## src/rtl/jtag_pkg.sv

```systemverilog
// Shared definitions for the JTAG host controller: op codes, FSM states and
// the fixed TMS walks through the TAP state diagram (all sent LSB first).
package jtag_pkg;

  localparam logic [1:0] OP_RESET = 2'd0;
  localparam logic [1:0] OP_IR    = 2'd1;
  localparam logic [1:0] OP_DR    = 2'd2;
  localparam logic [1:0] OP_IDLE  = 2'd3;

  typedef enum logic [2:0] {
    ST_IDLE,
    ST_PRE,
    ST_SHIFT,
    ST_POST,
    ST_RESP
  } jtag_state_e;

  localparam logic [5:0] RESET_SEQ = 6'b011111;
  localparam logic [3:0] IR_PRE    = 4'b0011;
  localparam logic [2:0] DR_PRE    = 3'b001;
  localparam logic [1:0] POST_SEQ  = 2'b01;

  // Longest prefix: reset walk followed by the IR walk.
  localparam int SEQ_W = 10;

endpackage

```

## src/rtl/jtag_tck_gen.sv

```systemverilog
// TCK divider: while run is high TCK toggles every TCK_DIV clk cycles; rise/fall
// strobe in the clk cycle whose closing edge moves TCK high/low.
module jtag_tck_gen
  import jtag_pkg::*;
#(
  parameter int TCK_DIV = 2
) (
  input  logic clk,
  input  logic rst_n,
  input  logic run,
  output logic tck,
  output logic rise,
  output logic fall
);

  localparam int CNT_W = (TCK_DIV > 1) ? $clog2(TCK_DIV) : 1;

  logic [CNT_W-1:0] cnt;
  logic             wrap;

  assign wrap = run && (cnt == CNT_W'(TCK_DIV - 1));
  assign rise = wrap && !tck;
  assign fall = wrap && tck;

  // Dropping run parks TCK low and restarts the half-period count.
  always_ff @(posedge clk or negedge rst_n) begin
    if (!rst_n) begin
      cnt <= '0;
      tck <= 1'b0;
    end else if (!run) begin
      cnt <= '0;
      tck <= 1'b0;
    end else if (wrap) begin
      cnt <= '0;
      tck <= !tck;
    end else begin
      cnt <= cnt + 1'b1;
    end
  end

endmodule

```

## src/rtl/jtag_master.sv

```systemverilog
// Host-side JTAG controller: runs one TAP reset / IR scan / DR scan / idle
// command at a time and returns the captured TDO bits. LEN_W must be >= 4.
module jtag_master
  import jtag_pkg::*;
#(
  parameter int DATA_W  = 64,
  parameter int LEN_W   = 7,
  parameter int TCK_DIV = 2
) (
  input  logic              clk,
  input  logic              rst_n,
  input  logic              cmd_valid,
  output logic              cmd_ready,
  input  logic [1:0]        cmd_op,
  input  logic [LEN_W-1:0]  cmd_len,
  input  logic [DATA_W-1:0] cmd_data,
  output logic              rsp_valid,
  input  logic              rsp_ready,
  output logic [DATA_W-1:0] rsp_data,
  output logic              TCK,
  output logic              TMS,
  output logic              TDI,
  input  logic              TDO,
  output jtag_state_e       dbg_state
);

  // Handshakes: a command moves on a clk edge with cmd_valid & cmd_ready high,
  // a response on an edge with rsp_valid & rsp_ready high; valid never drops
  // without its handshake and the payload is held stable while valid is high.

  jtag_state_e       state_q, state_n;
  logic [1:0]        op_q, op_n;
  logic [LEN_W-1:0]  len_q, len_n, cnt_q, cnt_n, len_c, pre_len;
  logic [DATA_W-1:0] data_q, data_n, mask_q, mask_n, rsp_q, rsp_n;
  logic [SEQ_W-1:0]  seq_q, seq_n, pre_seq;
  logic [3:0]        ir_pre;
  logic [2:0]        dr_pre;
  logic              tms_q, tms_n, tdi_q, tdi_n, sync_q, sync_n, alive_q;
  logic              run, tck_rise, tck_fall;

  assign run = (state_q == ST_PRE) || (state_q == ST_SHIFT) || (state_q == ST_POST);

  jtag_tck_gen #(.TCK_DIV(TCK_DIV)) u_tck_gen (
    .clk  (clk),
    .rst_n(rst_n),
    .run  (run),
    .tck  (TCK),
    .rise (tck_rise),
    .fall (tck_fall)
  );

  assign cmd_ready = alive_q && (state_q == ST_IDLE);
  assign rsp_valid = (state_q == ST_RESP);
  assign rsp_data  = rsp_q;
  assign TMS       = tms_q;
  assign TDI       = tdi_q;
  assign dbg_state = state_q;

  always_comb begin
    state_n = state_q;
    op_n    = op_q;
    len_n   = len_q;
    cnt_n   = cnt_q;
    data_n  = data_q;
    mask_n  = mask_q;
    rsp_n   = rsp_q;
    seq_n   = seq_q;
    tms_n   = tms_q;
    tdi_n   = tdi_q;
    sync_n  = sync_q;

    len_c = (cmd_len > LEN_W'(DATA_W)) ? LEN_W'(DATA_W) : cmd_len;

    // A zero-length scan leaves Capture straight for Exit1.
    ir_pre = IR_PRE;
    dr_pre = DR_PRE;
    if (len_c == '0) begin
      ir_pre[3] = 1'b1;
      dr_pre[2] = 1'b1;
    end

    pre_seq = '0;
    pre_len = len_c;
    case (cmd_op)
      OP_RESET: begin
        pre_seq = SEQ_W'(RESET_SEQ);
        pre_len = LEN_W'(6);
      end
      OP_IR: begin
        pre_seq = sync_q ? SEQ_W'(ir_pre) : {ir_pre, RESET_SEQ};
        pre_len = sync_q ? LEN_W'(4) : LEN_W'(10);
      end
      OP_DR: begin
        pre_seq = sync_q ? SEQ_W'(dr_pre) : SEQ_W'({dr_pre, RESET_SEQ});
        pre_len = sync_q ? LEN_W'(3) : LEN_W'(9);
      end
      default: ;
    endcase

    case (state_q)
      ST_IDLE: begin
        if (cmd_valid && cmd_ready) begin
          op_n   = cmd_op;
          len_n  = len_c;
          data_n = cmd_data;
          rsp_n  = '0;
          if (cmd_op == OP_IDLE && len_c == '0) begin
            state_n = ST_RESP;
          end else begin
            state_n = ST_PRE;
            seq_n   = pre_seq;
            cnt_n   = pre_len;
            tms_n   = pre_seq[0];
            tdi_n   = 1'b0;
          end
        end
      end
      ST_PRE: begin
        if (tck_fall) begin
          if (cnt_q == LEN_W'(1)) begin
            if (op_q == OP_IDLE) begin
              state_n = ST_RESP;
            end else if (op_q == OP_RESET || len_q == '0) begin
              // Reset ends in Run-Test/Idle; empty scans go on to Update.
              state_n = (op_q == OP_RESET) ? ST_RESP : ST_POST;
              sync_n  = (op_q == OP_RESET) ? 1'b1 : sync_q;
              seq_n   = SEQ_W'(POST_SEQ);
              cnt_n   = LEN_W'(2);
              tms_n   = (op_q == OP_RESET) ? tms_q : POST_SEQ[0];
            end else begin
              state_n = ST_SHIFT;
              cnt_n   = len_q;
              mask_n  = DATA_W'(1);
              tdi_n   = data_q[0];
              tms_n   = (len_q == LEN_W'(1));
            end
          end else begin
            seq_n = seq_q >> 1;
            cnt_n = cnt_q - 1'b1;
            tms_n = seq_q[1];
          end
        end
      end
      ST_SHIFT: begin
        if (tck_rise && TDO) begin
          rsp_n = rsp_q | mask_q;
        end
        if (tck_fall) begin
          if (cnt_q == LEN_W'(1)) begin
            state_n = ST_POST;
            seq_n   = SEQ_W'(POST_SEQ);
            cnt_n   = LEN_W'(2);
            tms_n   = POST_SEQ[0];
            tdi_n   = 1'b0;
          end else begin
            cnt_n  = cnt_q - 1'b1;
            data_n = data_q >> 1;
            mask_n = mask_q << 1;
            tdi_n  = data_q[1];
            tms_n  = (cnt_q == LEN_W'(2));
          end
        end
      end
      ST_POST: begin
        if (tck_fall) begin
          if (cnt_q == LEN_W'(1)) begin
            state_n = ST_RESP;
            sync_n  = 1'b1;
          end else begin
            seq_n = seq_q >> 1;
            cnt_n = cnt_q - 1'b1;
            tms_n = seq_q[1];
          end
        end
      end
      ST_RESP: begin
        if (rsp_ready) begin
          state_n = ST_IDLE;
        end
      end
      default: state_n = ST_IDLE;
    endcase
  end

  always_ff @(posedge clk or negedge rst_n) begin
    if (!rst_n) begin
      state_q <= ST_IDLE;
      op_q    <= OP_RESET;
      len_q   <= '0;
      cnt_q   <= '0;
      data_q  <= '0;
      mask_q  <= '0;
      rsp_q   <= '0;
      seq_q   <= '0;
      tms_q   <= 1'b1;
      tdi_q   <= 1'b0;
      sync_q  <= 1'b0;
      alive_q <= 1'b0;
    end else begin
      state_q <= state_n;
      op_q    <= op_n;
      len_q   <= len_n;
      cnt_q   <= cnt_n;
      data_q  <= data_n;
      mask_q  <= mask_n;
      rsp_q   <= rsp_n;
      seq_q   <= seq_n;
      tms_q   <= tms_n;
      tdi_q   <= tdi_n;
      sync_q  <= sync_n;
      alive_q <= 1'b1;
    end
  end

endmodule

```

## config.mk

```make
export PLATFORM = sky130hd
export DESIGN_NAME = jtag_master
export DESIGN_NICKNAME = d
export VERILOG_FILES = /design/src/rtl/jtag_pkg.sv /design/src/rtl/jtag_tck_gen.sv /design/src/rtl/jtag_master.sv
export SDC_FILE = /design/constraint.sdc
export NUM_CORES = 1
export LEC_CHECK = 0
export ABC_AREA = 1
export CORE_ASPECT_RATIO = 0.5
export CORE_MARGIN = 3
export CORE_UTILIZATION = 55
export DETAILED_ROUTE_END_ITERATION = 16
export HOLD_SLACK_MARGIN = 0.03
export PLACE_DENSITY = 0.93
export REMOVE_ABC_BUFFERS = 1
export SLEW_MARGIN = 40
export SYNTH_ARGS = -nofsm -noshare
export SYNTH_HDL_FRONTEND = slang
export SYNTH_HIERARCHICAL = 1
export SYNTH_SLANG_ARGS = --single-unit
```

## constraint.sdc

```tcl
create_clock -name clk -period 2.56 [get_ports clk]
set_input_delay 0.512 -clock clk [delete_from_list [all_inputs] [get_ports clk]]
set_output_delay 0.512 -clock clk [all_outputs]
set_load 0.02 [all_outputs]
```

After elaboration in Yosys (flattened, before gate mapping)

Index checks and enable logic that the tools add are counted.
W data, S select, Z words.

Add/subtract/negate cells: 2
Equal/unequal tests: 31
Reduce and logical (&&, ||, !) cells: 31
Magnitude comparators: 1
Bitwise gates (word level): 1
Multiplexer cells: 90

Operator list:

| cell                 | number |
|---|---|
| $mux W64             | 11 |
| $pmux W64 S2         | 3 |
| $mux W10             | 11 |
| $mux W7              | 11 |
| $or A64 B64 Y64      | 1 |
| $pmux W10 S4         | 1 |
| $mux W3              | 12 |
| $reduce_and A8 Y1    | 4 |
| $mux W1              | 31 |
| $pmux W10 S3         | 1 |
| $pmux W7 S4          | 1 |
| $pmux W7 S3          | 1 |
| $ne A2 B2 Y1 const B | 9 |
| $ne A2 B1 Y1 const B | 8 |
| $pmux W3 S5          | 1 |
| $eq A7 B1 Y1 const B | 2 |
| $logic_not A7 Y1     | 2 |
| $reduce_and A10 Y1   | 1 |
| $mux W9              | 1 |
| $reduce_and A9 Y1    | 1 |
| $mux W4              | 2 |
| $eq A7 B2 Y1 const B | 1 |
| $gt A7 B7 Y1 const B | 1 |
| $logic_and A1 B1 Y1  | 7 |
| other kinds (23)     | 32 |

Bits in registers: 227
Input port bits: 78
Word-level logic and storage cells: 170
Output and inout port bits: 72

Longest topological paths before layout

Word-level depth: 9
Depth in mapped cells: 14
Gate-level depth less buffers: 12

Cells and area by module

Netlist, hierarchy kept.

By module, submodules not included:

| module       | area an instance (um2) | cells an instance | sequential area each (um2) | instances |
|---|---|---|---|---|
| jtag_master  | 10298.6                | 1203              | 5606.6                     | 1 |
| jtag_tck_gen | 90.1                   | 12                | 50.0                       | 1 |

Least setup slack after synthesis

OpenSTA, ideal clock, no wires.

Kind: flip-flop to flip-flop
Start point: reg state_q[1] (netlist: dbg_state[1])
End point: reg mask_q[13]
Data required time: 2442 ps
Path buffers: 3
Cell stages (with the launch flop): 15
Library setup time: 118 ps
Clock period less this slack: 2297 ps
Path slack: 263 ps
Arrival: 2179 ps
Cells stage by stage: dfrtp_1 > nor2_1 > nor2_1 > buf_2 > nand2_1 > nor2_1 > inv_1 > nand2_1 > nand2_1 > nor2_1 > nand2_1 > buf_6 > buf_4 > nand2_1 > o21ai_2

Cells in the longest elaborated chain, start to end: 7
Elaborated cells on any way between the ends: 16
Those cells by class: eq/ne: 9; mux: 1; reduce/logical: 6

RTL lines:

| what                                         | line               | RTL |
|---|---|---|
| start: declaration                           | jtag_master.sv:31  | `jtag_state_e state_q, state_n;` |
| start signal: assignment                     | jtag_master.sv:200 | `state_q <= state_n;` |
| $eq A3 B1 Y1 or $eq A3 B2 Y1 (tied branches) | jtag_master.sv:41  | `assign run = (state_q == ST_PRE) \|\| (state_q == ST_SHIFT) \|\| (state_q == ST_POST);` |
| $logic_or A1 B1 Y1                           | jtag_master.sv:41  |  |
| $logic_or A1 B1 Y1 *                         | jtag_master.sv:41  |  |
| named net run                                | jtag_master.sv:39  | `logic run, tck_rise, tck_fall;` |
| $logic_and A1 B1 Y1 *                        | jtag_tck_gen.sv:21 | `assign wrap = run && (cnt == CNT_W'(TCK_DIV - 1));` |
| $logic_and A1 B1 Y1 *                        | jtag_tck_gen.sv:23 | `assign fall = wrap && tck;` |
| named net tck_fall                           | jtag_master.sv:39  |  |
| $ne A2 B2 Y1 (no source line)                | -                  |  |
| $reduce_and A7 Y1 (no source line) *         | -                  |  |
| end signal: assignment                       | jtag_master.sv:205 | `mask_q <= mask_n;` |
| end: declaration                             | jtag_master.sv:34  | `logic [DATA_W-1:0] data_q, data_n, mask_q, mask_n, rsp_q, rsp_n;` |

Mark *: on every way through the listed nets, which the timed path passes. The rest lies on a longest branch.
A chain may end at the register's enable or synchronous reset.

Worst setup path after layout

Start point: reg state_q[1] (netlist: dbg_state[1])
End point: out cmd_ready

Cells in the longest elaborated chain, start to end: 2

RTL lines:

| what                | line              | RTL |
|---|---|---|
| $logic_not A3 Y1    | jtag_master.sv:52 | `assign cmd_ready = alive_q && (state_q == ST_IDLE);` |
| $logic_and A1 B1 Y1 | jtag_master.sv:52 |  |
| end: declaration    | jtag_master.sv:13 | `output logic cmd_ready,` |

Every way passes these cells.

==> metrics <==
outcome completed; drt pass-1 iters 5; Worst setup SP type flop; Setup Buffers After CTS 0; Slew Limit Fails 0; htree depth 1; most used cell, CP nor2_1; Ports 150; fmax 422 MHz; grt ovf 0; Clock Path Buffers 3; max-cap violation count 0; actual slew at the worst max-slew pin about 0.64 ns; clock skew roughly 0.023 ns; total placed cells including tap cells about 1600; Slew Limit Headroom 0.570; Crit path largest cell delay between 0.4 and 0.5 ns; crit path capture type output pin; Total Power 0.0136 W; vias per std cell 5.47; Leak between 5 and 6 nW; number of I/O port buffers 149; Filler cells roughly 1300; Clock Sinks 226; Rows 34; largest net degree at the start of global routing 132; via count 8749; clock-pin slew of the registers on the worst-case setup and hold paths 0.07 ns; RSZ-0062 raised after global routing no; GRT Util Overall 0.251; ant diodes 0; final worst setup slack 0.191 ns; initial antenna violation count 0; top-area cell type share of the netlist area 0.542; total wire length 26000 microns; hold_ws between 0.4 and 0.5 ns; clock root buffer clkbuf_16; core area 0.0180 sq mm; Final Hold Fails 0; worst path cell trace nor2_1 > nand2_2 > nor2_1 > dlygate4sd2_1; clock latency at the later pin of the worst-skew pair 0.49 ns; effective utilization at floorplan 0.579; Mapped Avg Cell Area 8.55 sq um; final setup fails 0; sequential area share after synthesis 0.545; fin nets between 1000 and 1500; Chip Width 200 microns; Area Overhead vs Synth 22.9%; data required time of the worst path roughly 2.1 ns; layout cells sized above 1 0.0825; Final min period ~2.4 ns; CTS tree done; unique cell type count in the Yosys netlist 38; DRC Markers 0; cells after synthesis ~1200; Inserted Clock Buffers 20; Post-Layout Cell Count ~1600; first-pass GRT wire length 43200 microns; crit path DAT 1.86 ns; Die Ht 103 microns; worst min-delay path class flop to flop; Detailed Route Iter0 Violations between 700 and 800; DP HPWL 16600 microns; maximum vdd ir drop 0.000913 V; Pwr per Cell Area 1060 mW/mm^2; Place WS approximately 0.11 ns; routed len/inst 16.2 microns; Syn Std Cell Area 0.0104 sq mm; area leader, netlist dfrtp_1; yosys warns 6; Setup Crit Path Kind flop to output pin; Crit-path slowest cell dfrtp_2; GP Congestion approximately 0.92; antenna-violating nets left 0; number of synthesized register bits 226; number of global-route vias before repair ~8900; synth top area cells dfrtp_1, nand2_1, o21ai_0; Final period util 0.925; Worst Path Max Fanout 8; Die Area 0.0207 sq mm
path summary, 6_finish.rpt:
path | from | end | slack [ns] | cells past startpoint
min in group asynchronous | rst_n | data_q[12] | 0.61 | 2
worst max register to register | dbg_state[0] | mask_q[4] | 0.26 | 12
worst min register to register | u_tck_gen/cnt | u_tck_gen/cnt | 0.48 | 1
max in group asynchronous | rst_n | TMS | 1.23 | 3
worst max-delay path | dbg_state[1] | cmd_ready | 0.19 | 4
worst min-delay path | u_tck_gen/cnt | u_tck_gen/cnt | 0.48 | 1
cell usage after synthesis (all sizes together):
master / number
conb: 1
nand3: 53
nand4: 5
buf: 36
ha: 5
xor2: 3
or2: 3
o21ai: 216
nand3b: 1
o22ai: 1
dfrtp: 225
nand2: 408
o211ai: 62
clkbuf: 29
nor3: 3
nor2: 39
dfstp: 1
a21oi: 8
inv: 111
o21bai: 1
a22oi: 1
a31oi: 3
critical path: cells and delay by family, from the launching register on:
family,cells,cell delay [ns]
flip-flops,1,0.48
AND/OR/NAND/NOR,3,0.48
buffers and inverters,1,0.40
logic make-up after synthesis:
family | count (synthesis) | synth area share
xor gates and xnor gates | 3 | 0.00253
DFF | 226 | 0.545
adders and majority gates | 5 | 0.00602
and+or+nand+nor | 512 | 0.201
buffers and inverters | 176 | 0.0742
other | 1 | 0.000361
AOI/OAI and AO/OA | 292 | 0.172
metal layers:
metal,vias to the layer above,track usage,share of wire
met5,-,0,0
met4,0,0.0889,0.029
li1,4194,-,-
met3,56,0.0338,0.049
met1,4224,0.326,0.42
met2,275,0.448,0.50
report_power, final:
part	switching [W]	total (W)	internal (W)
combinational	0.00388	0.00562	0.00174
sequential	0.000386	0.00475	0.00436
clock	0.00131	0.00320	0.00189
total	0.00558	0.0136	0.00799
per-stage QoR:
step           setup TNS, ns  area [sq um]  utilization
6_report                   0         12800        0.711
5_1_grt                    0         12800        0.711
4_1_cts                    0         12800        0.711
3_5_place_dp               0         12100        0.672
3_3_place_gp               0         12100        0.672
2_1_floorplan        -336.59         10000            -
repair_timing:
action | in CTS | in global routing
resized for setup | 2 | 1
hold endpoints to repair | 33 | 0
hold buffers | 1 | 0
gates cloned | 0 | 0
setup endpoints to repair | 2 | 13
cells in the final DEF, fill, tap and decap left out, types with 5 or more instances in the layout:
cell type,netlist,layout
nand2_2,5,6
buf_12,0,9
a21oi_1,6,6
nand3_1,51,51
ha_1,5,5
o211ai_1,49,49
inv_2,6,5
clkdlybuf4s50_1,0,146
inv_1,105,105
nor2_1,30,30
clkbuf_16,0,21
nand2_1,403,401
nand4_1,5,5
o21ai_2,23,23
o21ai_1,58,58
nor2_2,6,6
dfrtp_1,225,224
o211ai_2,13,13
o21ai_0,135,135
state kept, by name, summed over array words and instances (netlist names):
register / flops
TDI: 1
TMS: 1
alive_q: 1
cnt_q: 7
data_q: 64
dbg_state: 3
len_q: 7
mask_q: 64
op_q: 2
rsp_data: 64
seq_q: 9
sync_q: 1
u_tck_gen/cnt: 1
u_tck_gen/tck: 1
area by class of cell:
type	instances	area (sq um)	area share
well taps	252	315	0.0247
clock inverters	7	114	0.00892
multi-input cells	813	3970	0.311
clock buffers	27	578	0.0453
inverters	111	422	0.0330
repair buffers	162	1710	0.134
flip-flops and latches	226	5660	0.443
(Power assumes the default switching activity.)
